File: src/rtl/demux8_16bit_regfile.sv
// demux8_16bit_regfile: 3-to-8 write demux into eight byte-enabled registers
// with synchronous bulk clear, per-register written flags and a write acknowledge.
module dec3to8 (
    input  logic       en,
    input  logic [2:0] a,
    output logic [7:0] y
);
    logic [2:0] an;
    assign an = ~a;
    for (genvar i = 0; i < 8; i++) begin : g_and
        localparam logic [2:0] K = 3'(i);
        assign y[i] = en & (K[0] ? a[0] : an[0]) & (K[1] ? a[1] : an[1]) & (K[2] ? a[2] : an[2]);
    end
endmodule

module mux2 #(
    parameter int W = 1
) (
    input  logic         s,
    input  logic [W-1:0] a,
    input  logic [W-1:0] b,
    output logic [W-1:0] y
);
    assign y = s ? b : a;
endmodule

module dff_ar (
    input  logic clk,
    input  logic rst,
    input  logic d,
    output logic q
);
    always_ff @(posedge clk or posedge rst) begin
        if (rst) q <= 1'b0;
        else     q <= d;
    end
endmodule

module demux8_16bit_regfile #(
    parameter int             WIDTH   = 16,
    parameter logic [WIDTH-1:0] CLR_VAL = '0
) (
    input  logic             clk,
    input  logic             rst,
    input  logic             wr_en,
    input  logic [2:0]       wr_sel,
    input  logic [WIDTH-1:0] wr_data,
    input  logic [1:0]       wr_be,
    input  logic             clr,
    output logic [WIDTH-1:0] out0,
    output logic [WIDTH-1:0] out1,
    output logic [WIDTH-1:0] out2,
    output logic [WIDTH-1:0] out3,
    output logic [WIDTH-1:0] out4,
    output logic [WIDTH-1:0] out5,
    output logic [WIDTH-1:0] out6,
    output logic [WIDTH-1:0] out7,
    output logic [7:0]       vld,
    output logic             wr_ack
);
    logic [7:0]            sel;
    logic [7:0][WIDTH-1:0] reg_q, reg_d, base, ld;
    logic [7:0]            vld_q, vld_d;
    logic                  wr_ack_q, wr_ack_d;

    dec3to8 u_dec (.en(wr_en), .a(wr_sel), .y(sel));

    // Clear picks the base value first; a load then overrides only enabled bytes.
    for (genvar r = 0; r < 8; r++) begin : g_reg
        mux2 #(.W(WIDTH)) u_clr (.s(clr), .a(reg_q[r]), .b(CLR_VAL), .y(base[r]));
        for (genvar b = 0; b < WIDTH; b++) begin : g_bit
            assign ld[r][b] = sel[r] & ((b >= WIDTH / 2) ? wr_be[1] : wr_be[0]);
            mux2 #(.W(1)) u_ld (.s(ld[r][b]), .a(base[r][b]), .b(wr_data[b]), .y(reg_d[r][b]));
            dff_ar u_ff (.clk(clk), .rst(rst), .d(reg_d[r][b]), .q(reg_q[r][b]));
        end
    end

    always_comb begin
        vld_d    = (clr ? 8'h00 : vld_q) | ((wr_be != 2'b00) ? sel : 8'h00);
        wr_ack_d = wr_en;
    end

    always_ff @(posedge clk or posedge rst) begin
        if (rst) begin
            vld_q    <= 8'h00;
            wr_ack_q <= 1'b0;
        end else begin
            vld_q    <= vld_d;
            wr_ack_q <= wr_ack_d;
        end
    end

    assign out0   = reg_q[0];
    assign out1   = reg_q[1];
    assign out2   = reg_q[2];
    assign out3   = reg_q[3];
    assign out4   = reg_q[4];
    assign out5   = reg_q[5];
    assign out6   = reg_q[6];
    assign out7   = reg_q[7];
    assign vld    = vld_q;
    assign wr_ack = wr_ack_q;
endmodule

File: config.mk
export PLATFORM = sky130hd
export DESIGN_NAME = demux8_16bit_regfile
export DESIGN_NICKNAME = d
export VERILOG_FILES = /design/src/rtl/demux8_16bit_regfile.sv
export SDC_FILE = /design/constraint.sdc
export NUM_CORES = 1
export LEC_CHECK = 0
export BUFFER_PORTS_ARGS = -buffer_cell sky130_fd_sc_hd__buf_4
export CORE_MARGIN = 2
export CORE_UTILIZATION = 58
export DETAILED_ROUTE_END_ITERATION = 16
export GPL_ROUTABILITY_DRIVEN = 1
export PLACE_DENSITY = 0.87
export SKIP_CTS_REPAIR_TIMING = 1
export SLEW_MARGIN = 20
export SYNTH_ARGS = -nofsm -noshare
export SYNTH_HDL_FRONTEND = slang
export SYNTH_SLANG_ARGS = --single-unit
File: constraint.sdc
create_clock -name clk -period 12.5 [get_ports clk]
set_clock_uncertainty 0.15 [all_clocks]
set_input_delay 0.625 -clock clk [delete_from_list [all_inputs] [get_ports clk]]
set_output_delay 0.625 -clock clk [all_outputs]
set_load 0.01 [all_outputs]
==> summary.md, run 1 <==
| Metric | Value |
|---|---|
| DR pass1 iterations | `4` |
| Worst-path clk slew | `0.05 ns` |
| Slew HR | `0.418` |
| Vias in the first global route | `4,202` |
| Routability cong. | `0.787` |
| Post-route ant nets | `0` |
| Power Dens Cells | `133 mW/mm²` |
| Max FO, Critical Path | `69` |
| Area share of the largest cell type after synthesis | `0.493` |
| Critical Path RT | `12.65 ns` |
| CTS tree | `built` |
| Final setup TNS | `0 ns` |
| Top FF cell, synth | `dfrtp_1` |
| N_diodes | `0` |
| Root Buffer | `clkbuf_16` |
| CP most frequent cell | `buf_4` |
| Area of the core | `0.0116 mm²` |
| Die Area | `0.0129 mm²` |
| Tmin final | `2.17 ns` |
| CP max-delay cell | `buf_4` |
| # port buffers | `161` |
| Mapped cell area | `0.00695 mm²` |
| Worst-Skew Late Latency | `0.41 ns` |
| Final clock period utilization by the worst path | `0.174` |
| Sequential element share of the synthesized area | `0.493` |
| DRC violations left | `0` |
| Crit-path max cell delay | `0.68 ns` |
| Clock Sinks | `137` |
| Peak VDD IR | `0.116 mV` |
| Final hold vios | `0` |
| Worst slew pin tran | `0.874 ns` |
| Leading post-synthesis cells by cell area | `dfrtp_1, mux2_2, buf_4, nor2b_1, clkbuf_1` |
| Number of flops mapped to enable cells by yosys | `0` |
| Fin nets | `638` |
| Final setup viols | `0` |
| R2R Setup Slk | `11.39 ns` |
| Remaining Overflow, GRT | `0` |
| First DRT Iteration DRCs | `231` |
| Most frequent cell after synthesis | `dfrtp_1` |
| CTS buffer count | `17` |
| Final wirelength | `14,600 µm` |
| Worst-case clock buffer depth | `2` |
| Die H | `113 µm` |
| Num rows | `39` |
| CP Launch Type | `primary input` |
| Cells along the critical path | `buf_4, buf_4, nor2b_1, mux2_2` |
| Largest net degree at the start of global routing | `72` |
| CP endpoint kind | `flip-flop` |
| Syn nets | `606` |
| Synthesized instance count | `581` |
| Via Count | `4,084` |
| IO Count | `162` |
| Mean Syn Cell Area | `12.0 µm²` |
| H-tree depth | `4` |
| Drt wl/cell | `19.0 µm` |
| First-pass GRT wire length | `22,600 µm` |
| Synth Warn # | `0` |
| Slew Viols, Final | `0` |
| Fin util | `0.686` |
| Die Wd | `113 µm` |
| Synthesis-stage register bit count | `137` |
| HPWL after detailed placement | `9930 µm` |
| GRT Overall Usage | `0.231` |
| Pleak | `0.00414 µW` |
| Max-Cap Viols | `0` |
| Initial Util | `0.601` |
| Fmax | `0.460 GHz` |
| RSZ-0062 raised after global routing | `false` |
| Initial antenna violation count | `0` |
| Class of the most critical setup path | `in -> reg` |
| Share of cells above drive strength 1 | `0.530` |
| Synth cell count leaders | `dfrtp_1, nor2b_1, buf_4, mux2_2, clkbuf_1` |
| Avg Vias per Cell | `5.32` |
| Post-synth top area cell | `dfrtp_1` |
| Worst hold path type | `in -> async` |
| Fillers | `873` |
| Count of different cell masters after synthesis | `19` |
| Status | `finished, final reports clean` |
| Post-synth ARST share | `1.00` |
| Area delta synth->final | `14.2%` |
| Critical path arrival | `2.32 ns` |
## state kept, by name, indices dropped and copies added (netlist names)
name,flops
vld,8
wr_ack,1
g.g_bit.u_ff.q,128
## path summary, 6_finish.rpt
kind	from	endpoint	cells after the start
setup reg to reg	g_reg[3].g_bit[7].u_ff.q	g_reg[3].g_bit[7].u_ff.q	2
setup / recovery	clr	g_reg[3].g_bit[7].u_ff.q	4
max in group asynchronous	rst	g_reg[0].g_bit[1].u_ff.q	3
hold / removal	rst	g_reg[0].g_bit[3].u_ff.q	2
min in group clk	wr_en	wr_ack	1
hold reg to reg	vld[7]	vld[7]	1
## placed cells by master (no fill, tap or decap), drive strengths merged, types with 3 or more instances in the layout
cell       n
buf      163
inv        4
o2bb2ai    4
nor2b    129
or3        4
dfrtp    137
clkinv     5
nor2      12
mux2     128
bufinv     3
clkbuf    23
## power breakdown
part	internal (µW)	switching (µW)
registers	454	5.79
clock network	343	178
logic	31.5	43.7
total	828	228
## area by class of cell
class | count | area [µm²] | area share
Clock buffer | 23 | 508 | 0.0640
Clock inverter | 8 | 115 | 0.0145
Multi-Input combinational cell | 290 | 2460 | 0.310
Sequential cell | 137 | 3430 | 0.432
Timing Repair Buffer | 163 | 1220 | 0.154
Tap cell | 143 | 179 | 0.0225
Inverter | 4 | 20.0 | 0.00252
## layer usage
metal | wire (µm) | vias up | track usage
met1 | 6060 | 2048 | 0.289
met2 | 7110 | 170 | 0.380
li1 | - | 1844 | -
met3 | 1190 | 22 | 0.0723
met4 | 242 | 0 | 0.0894
met5 | 0 | - | 0
## stage by stage
step                total power (µW)  area (µm²)  std cells  hold slack (ns)  setup WS, ns
floorplan                        516        6950        581            0.371          8.06
global placement                 541        7310        737            0.328         10.05
detailed placement               543        7310        737            0.333          9.97
CTS                             1060        7940        768            0.157         10.38
global route                    1090        7940        768            0.193         10.23
finish                          1060        7940        768            0.139         10.33
## critical path, delay by kind of cell
family / cells / cell delay, ns
buf+inv: 2 / 1.17
mux: 1 / 0.31
simple gates: 1 / 0.17
## cells by family (layout without fill, tap and decap cells)
family | count (synthesis) | after routing | share of synthesized area
and+or+nand+nor | 152 | 152 | 0.135
AOI/OAI and AO/OA | 10 | 10 | 0.0119
buffers and inverters | 154 | 198 | 0.153
DFF | 137 | 137 | 0.493
muxes | 128 | 128 | 0.207
Note: power is estimated with default switching activity, not from simulation.
==> inputs of run 2 (changes only) <==
--- a/config.mk
+++ b/config.mk
@@ -7,10 +7,10 @@
 export LEC_CHECK = 0
 export BUFFER_PORTS_ARGS = -buffer_cell sky130_fd_sc_hd__buf_4
 export CORE_MARGIN = 2
-export CORE_UTILIZATION = 58
+export CORE_UTILIZATION = 54
 export DETAILED_ROUTE_END_ITERATION = 16
 export GPL_ROUTABILITY_DRIVEN = 1
-export PLACE_DENSITY = 0.87
+export PLACE_DENSITY = 0.82
 export SKIP_CTS_REPAIR_TIMING = 1
 export SLEW_MARGIN = 20
 export SYNTH_ARGS = -nofsm -noshare
==> constraint.sdc (replaced) <==
create_clock -name clk -period 2 [get_ports clk]
set_clock_uncertainty 0.15 [all_clocks]
set_input_delay 0.1 -clock clk [delete_from_list [all_inputs] [get_ports clk]]
set_output_delay 0.1 -clock clk [all_outputs]
set_load 0.01 [all_outputs]
==> summary.md, run 2 (synthesis results as in run 1) <==
| Metric | Value |
|---|---|
| Status | `complete, but fails checks` |
| Failing checks | `hold timing` |
| Slew HR | `0.611 (+0.193)` |
| Fillers | `1,016 (+16%)` |
| WHS | `-0.00844 ns (-0.148 ns)` |
| IO Count | `162 (unchanged)` |
| Class of the most critical setup path | `in -> reg` |
| # port buffers | `161 (unchanged)` |
| Register with the most flip-flops | `g.g_bit.u_ff.q` |
| Area delta synth->final | `17.7%` |
| Post-route ant nets | `0 (unchanged)` |
| Worst slew pin tran | `0.583 ns (-0.290 ns)` |
| CTS tree | `built` |
| Critical Path RT | `2.15 ns (-10.50 ns)` |
| Peak VDD IR | `0.771 mV (+570%)` |
| DR pass1 iterations | `4 (unchanged)` |
| R2R Setup Slk | `0.65 ns (-10.74 ns)` |
| Worst reg2reg path startpoint | `vld[2]` |
| Root Buffer | `clkbuf_16` |
| Min-delay src | `wr_sel[1]` |
| Remaining Overflow, GRT | `0 (unchanged)` |
| Fmax | `0.555 GHz` |
| Worst-case clock buffer depth | `2 (unchanged)` |
| Initial Util | `0.551 (-0.0502)` |
| Final clock period utilization by the worst path | `0.901` |
| Most frequent cells in the layout | `buf_4, dfrtp_1, nor2b_1` |
| Via Count | `4,161 (+1.9%)` |
| Max-Cap Viols | `0 (unchanged)` |
| Tmin final | `1.80 ns` |
| Die H | `117 µm (+3.5%)` |
| Worst-path clk slew | `0.05 ns (about the same)` |
| Worst-case hold path end point | `vld[5]` |
| Cell count of the worst reg-to-reg path | `3 (+1)` |
| CP Launch Type | `primary input` |
| Fin util | `0.648 (-0.0380)` |
| DRC violations left | `0 (unchanged)` |
| Initial antenna violation count | `0 (unchanged)` |
| Fin nets | `667 (+4.5%)` |
| Most common cell after layout, fill and taps aside | `buf_4` |
| Design Power | `6190 µW (+490%)` |
| Drt wl/cell | `18.7 µm (-1.8%)` |
| Power Dens Cells | `756 mW/mm² (+470%)` |
| RSZ-0062 raised after global routing | `false` |
| CP endpoint kind | `flip-flop` |
| Final setup TNS | `0 ns (unchanged)` |
| Post-route cell area | `0.00818 mm² (+3.1%)` |
| R2r endpoint | `vld[2]` |
| Hold depth | `4` |
| Final hold vios | `1 (+1)` |
| Area of the core | `0.0126 mm² (+9.1%)` |
| Critical path arrival | `1.95 ns (-0.37 ns)` |
| First DRT Iteration DRCs | `154 (-33%)` |
| GRT Overall Usage | `0.225 (-0.00588)` |
| Placed Area | `0.00745 mm² (+1.8%)` |
| Die Area | `0.0138 mm² (+7.1%)` |
| Num rows | `41 (+5.1%)` |
| Routability cong. | `0.818 (+3.9%)` |
| Slew Viols, Final | `0 (unchanged)` |
| Clock Sinks | `137 (unchanged)` |
| Avg Vias per Cell | `5.03 (-5.4%)` |
| H-tree depth | `4 (unchanged)` |
| Largest net degree at the start of global routing | `105 (+46%)` |
| Max FO, Critical Path | `9 (-87%)` |
| Final setup viols | `0 (unchanged)` |
| Worst-Skew Late Latency | `0.42 ns (about the same)` |
| Number of flip-flops in the largest register | `128 (unchanged)` |
| Worst hold path type | `in -> reg` |
| Final wirelength | `15,400 µm (+5.8%)` |
| First-pass GRT wire length | `24,000 µm (+6.1%)` |
| Vias in the first global route | `4,325 (+2.9%)` |
| Die Wd | `117 µm (+3.5%)` |
| CTS buffer count | `17 (unchanged)` |
| HPWL after detailed placement | `10,300 µm (+3.7%)` |
| Share of cells above drive strength 1 | `0.505 (-0.0243)` |
| N_diodes | `0 (unchanged)` |
| Pleak | `0.00422 µW (+2.0%)` |
[run 2: cell count changes in the layout (fill, tap and decap cells not counted), sizes merged]
cell         delta
buf             +8
bufinv          -3
clkbuf          +7
clkinv          -3
clkinvlp        +1
dlygate4sd3    +21
inv             -1
[run 2: worst max-delay path by stage]
stage,start,end,slack [ns],cells after the start
2_1_floorplan,rst,g_reg[0].g_bit[0].u_ff.q,0.04,1
3_3_place_gp,wr_sel[0],g_reg[6].g_bit[14].u_ff.q,0.36,4
3_5_place_dp,wr_sel[0],g_reg[4].g_bit[14].u_ff.q,0.34,4
4_1_cts,g_reg[4].g_bit[3].u_ff.q,out4[3],0.75,1
5_1_grt,wr_sel[0],g_reg[6].g_bit[15].u_ff.q,0.13,5
6_report,wr_sel[0],g_reg[6].g_bit[9].u_ff.q,0.20,5
[run 2: layer usage]
layer	up-vias	GRT usage	routed length [µm]
met2	145	0.384	7910
met4	0	0.0858	292
met5	-	0	0
met1	2085	0.269	6190
met3	28	0.0703	1040
li1	1903	-	-
[run 2: where the power goes]
group | leakage [µW] | total, µW | switching, µW | internal [µW]
combinational | 0.00207 | 525 | 286 | 238
sequential | 0.00189 | 2880 | 36.8 | 2840
clock | 0.000257 | 2780 | 1070 | 1710
total | 0.00422 | 6190 | 1400 | 4790
[run 2: critical path, cell delays in order]
cell and delay, ns:
dlygate4sd3_1 0.55, buf_4 0.17, nand2b_1 0.29, nor2_2 0.45, mux2_2 0.39
[run 2: per-stage QoR]
stage	setup slack [ns]	std cells
floorplan	0.0429	581
global placement	0.362	774
detailed placement	0.340	774
CTS	0.754	806
global route	0.130	827
finish	0.198	827
[run 2: layout make-up]
class | instances | area [µm²] | share of cell area
clock buffer | 30 | 514 | 0.0629
tap | 172 | 215 | 0.0263
multi-input combinational | 290 | 2460 | 0.301
sequential | 137 | 3430 | 0.419
clock inverter | 2 | 10.0 | 0.00122
timing repair buffer | 192 | 1530 | 0.187
inverter | 4 | 18.8 | 0.00229
==> inputs of run 3 (changes only) <==
--- a/config.mk
+++ b/config.mk
@@ -10,7 +10,8 @@
 export CORE_UTILIZATION = 54
 export DETAILED_ROUTE_END_ITERATION = 16
 export GPL_ROUTABILITY_DRIVEN = 1
-export PLACE_DENSITY = 0.82
+export MAX_ROUTING_LAYER = met4
+export PLACE_DENSITY = 0.8
 export SKIP_CTS_REPAIR_TIMING = 1
 export SLEW_MARGIN = 20
 export SYNTH_ARGS = -nofsm -noshare
==> summary.md, run 3 (synthesis results as in run 1) <==
| Metric | Value |
|---|---|
| Peak VDD IR | `0.587 mV (-24%)` |
| RSZ-0062 raised after global routing | `false` |
| Fin nets | `668 (+0.15%)` |
| Vias in the first global route | `4,339 (+0.32%)` |
| Critical path arrival | `1.94 ns (about the same)` |
| Met2 WL | `7650 µm (-3.3%)` |
| Die Wd | `117 µm (unchanged)` |
| Most frequent cells in the layout | `buf_4, dfrtp_1, nor2b_1` |
| Avg Vias per Cell | `5.01 (-0.48%)` |
| Slew Viols, Final | `0 (unchanged)` |
| Fmax | `0.555 GHz (about the same)` |
| Crit-path max cell delay | `0.56 ns (about the same)` |
| Worst-case clock buffer depth | `2 (unchanged)` |
| IO Count | `162 (unchanged)` |
| Final hold vios | `0 (-1)` |
| Non-Filler Instances | `827 (unchanged)` |
| Highest Signal Layer | `met4` |
| HPWL after detailed placement | `10,100 µm (-1.6%)` |
| Worst-Skew Late Latency | `0.41 ns (about the same)` |
| Via Count | `4,141 (-0.48%)` |
| Max-Cap Viols | `0 (unchanged)` |
| Worst hold path type | `in -> reg` |
| CP endpoint kind | `flip-flop` |
| Die H | `117 µm (unchanged)` |
| # port buffers | `161 (unchanged)` |
| Num rows | `41 (unchanged)` |
| GRT Overall Usage | `0.231 (+0.00528)` |
| CP bufs+invs | `2 (unchanged)` |
| Initial Util | `0.551 (unchanged)` |
| Worst path top cell family by delay | `simple AND/OR/NAND/NOR gates` |
| Clock Sinks | `137 (unchanged)` |
| Routed wl met3 | `1020 µm (-1.5%)` |
| Die Area | `0.0138 mm² (unchanged)` |
| Remaining Overflow, GRT | `0 (unchanged)` |
| First-pass GRT wire length | `24,000 µm (about the same)` |
| CP Launch Type | `primary input` |
| Tmin final | `1.80 ns (+0.000933 ns)` |
| CTS tree | `built` |
| Worst-path clk slew | `0.05 ns (about the same)` |
| Area of the core | `0.0126 mm² (unchanged)` |
| DRC violations left | `0 (unchanged)` |
| Worst slew pin tran | `0.739 ns (+0.155 ns)` |
| Most common cell after layout, fill and taps aside | `buf_4` |
| CP max-delay cell | `dlygate4sd3_1` |
| H-tree depth | `4 (unchanged)` |
| Slew HR | `0.507 (-0.104)` |
| Status | `finished, final reports clean` |
| Final setup TNS | `0 ns (unchanged)` |
| Critical Path RT | `2.14 ns (about the same)` |
| Fin util | `0.660 (+0.0116)` |
| N_diodes | `0 (unchanged)` |
| Share of cells above drive strength 1 | `0.510 (+0.00458)` |
| Final wirelength | `15,400 µm (-0.17%)` |
| Post-layout worst setup margin | `0.197 ns (-0.000933 ns)` |
| Area delta synth->final | `19.8%` |
| Post-route ant nets | `0 (unchanged)` |
| Initial antenna violation count | `0 (unchanged)` |
| Pre-CTS setup slack | `0.349 ns (+0.00867 ns)` |
| Cells along the critical path | `dlygate4sd3_1, buf_4, nand3b_1, or3_1, mux2_2` |
| Number of flip-flops in the largest register | `128 (unchanged)` |
| Routability cong. | `0.779 (-4.7%)` |
| Fillers | `969 (-4.6%)` |
| First DRT Iteration DRCs | `226 (+47%)` |
| Drt wl/cell | `18.6 µm (-0.17%)` |
| Largest net degree at the start of global routing | `138 (+31%)` |
| Pleak | `0.00429 µW (+1.7%)` |
| CTS buffer count | `17 (unchanged)` |
| DR pass1 iterations | `4 (unchanged)` |
| M1 WL | `6530 µm (+5.5%)` |
| Root Buffer | `clkbuf_16` |
| Placed cells | `771 (-0.39%)` |
| Max FO, Critical Path | `8 (-1)` |
| Final clock period utilization by the worst path | `0.902 (about the same)` |
| Design Power | `6830 µW (+11%)` |
| Register with the most flip-flops | `g.g_bit.u_ff.q` |
| Power Dens Cells | `821 mW/mm² (+8.6%)` |
| Final setup viols | `0 (unchanged)` |
| Class of the most critical setup path | `in -> reg` |
-- run 3: changes by cell type in the layout (fill, tap and decap cells not counted) --
| cell | previous run | this run |
|---|---|---|
| clkbuf_1 | 9 | 2 |
| bufinv_16 | 0 | 5 |
| dlygate4sd3_1 | 21 | 25 |
| buf_4 | 168 | 165 |
| clkinv_2 | 2 | 3 |
-- run 3: area by class of cell --
class                           count  area, µm²  share of cell area
Multi-Input combinational cell    290       2460               0.296
Inverter                            4       18.8             0.00225
Tap cell                          172        215              0.0258
Clock buffer                       23        488              0.0586
Timing Repair Buffer              193       1550               0.186
Sequential cell                   137       3430               0.412
Clock inverter                      8        165              0.0198
-- run 3: worst register-to-register path, delay by kind of cell, from the launching register on --
kind | cells | cell delay, ns
DFF | 1 | 0.38
AOI/OAI and AO/OA | 1 | 0.07
buffers and inverters | 2 | 0.66
-- run 3: path summary, 6_finish.rpt --
kind | depth (start not counted) | to | slack [ns] | from
hold reg to reg | 1 | vld[3] | 0.34 | vld[3]
hold / removal | 3 | g_reg[3].g_bit[10].u_ff.q | 0.09 | clr
min in group asynchronous | 4 | g_reg[0].g_bit[3].u_ff.q | 0.29 | rst
setup / recovery | 5 | g_reg[0].g_bit[7].u_ff.q | 0.20 | wr_sel[1]
setup reg to reg | 3 | vld[0] | 0.62 | vld[0]
max in group asynchronous | 4 | g_reg[5].g_bit[10].u_ff.q | 0.84 | rst
-- run 3: where the power goes --
| part | switching [µW] | internal [µW] | total [µW] |
|---|---|---|---|
| sequential | 35.5 | 2840 | 2870 |
| clock | 1100 | 2330 | 3430 |
| combinational | 286 | 240 | 526 |
| total | 1420 | 5410 | 6830 |
-- run 3: through the flow --
step / instance area, µm² / hold slack, ns
finish: 8330 / 0.0914
global route: 8330 / 0.0971
CTS: 8080 / -0.316
detailed placement: 7420 / 0.122
global placement: 7420 / 0.121
floorplan: 6960 / -0.0186
-- run 3: layer usage --
layer,vias to the layer above,GRT usage
met4,0,0.0693
li1,1903,-
met5,-,-
met3,20,0.0775
met1,2070,0.281
met2,148,0.367
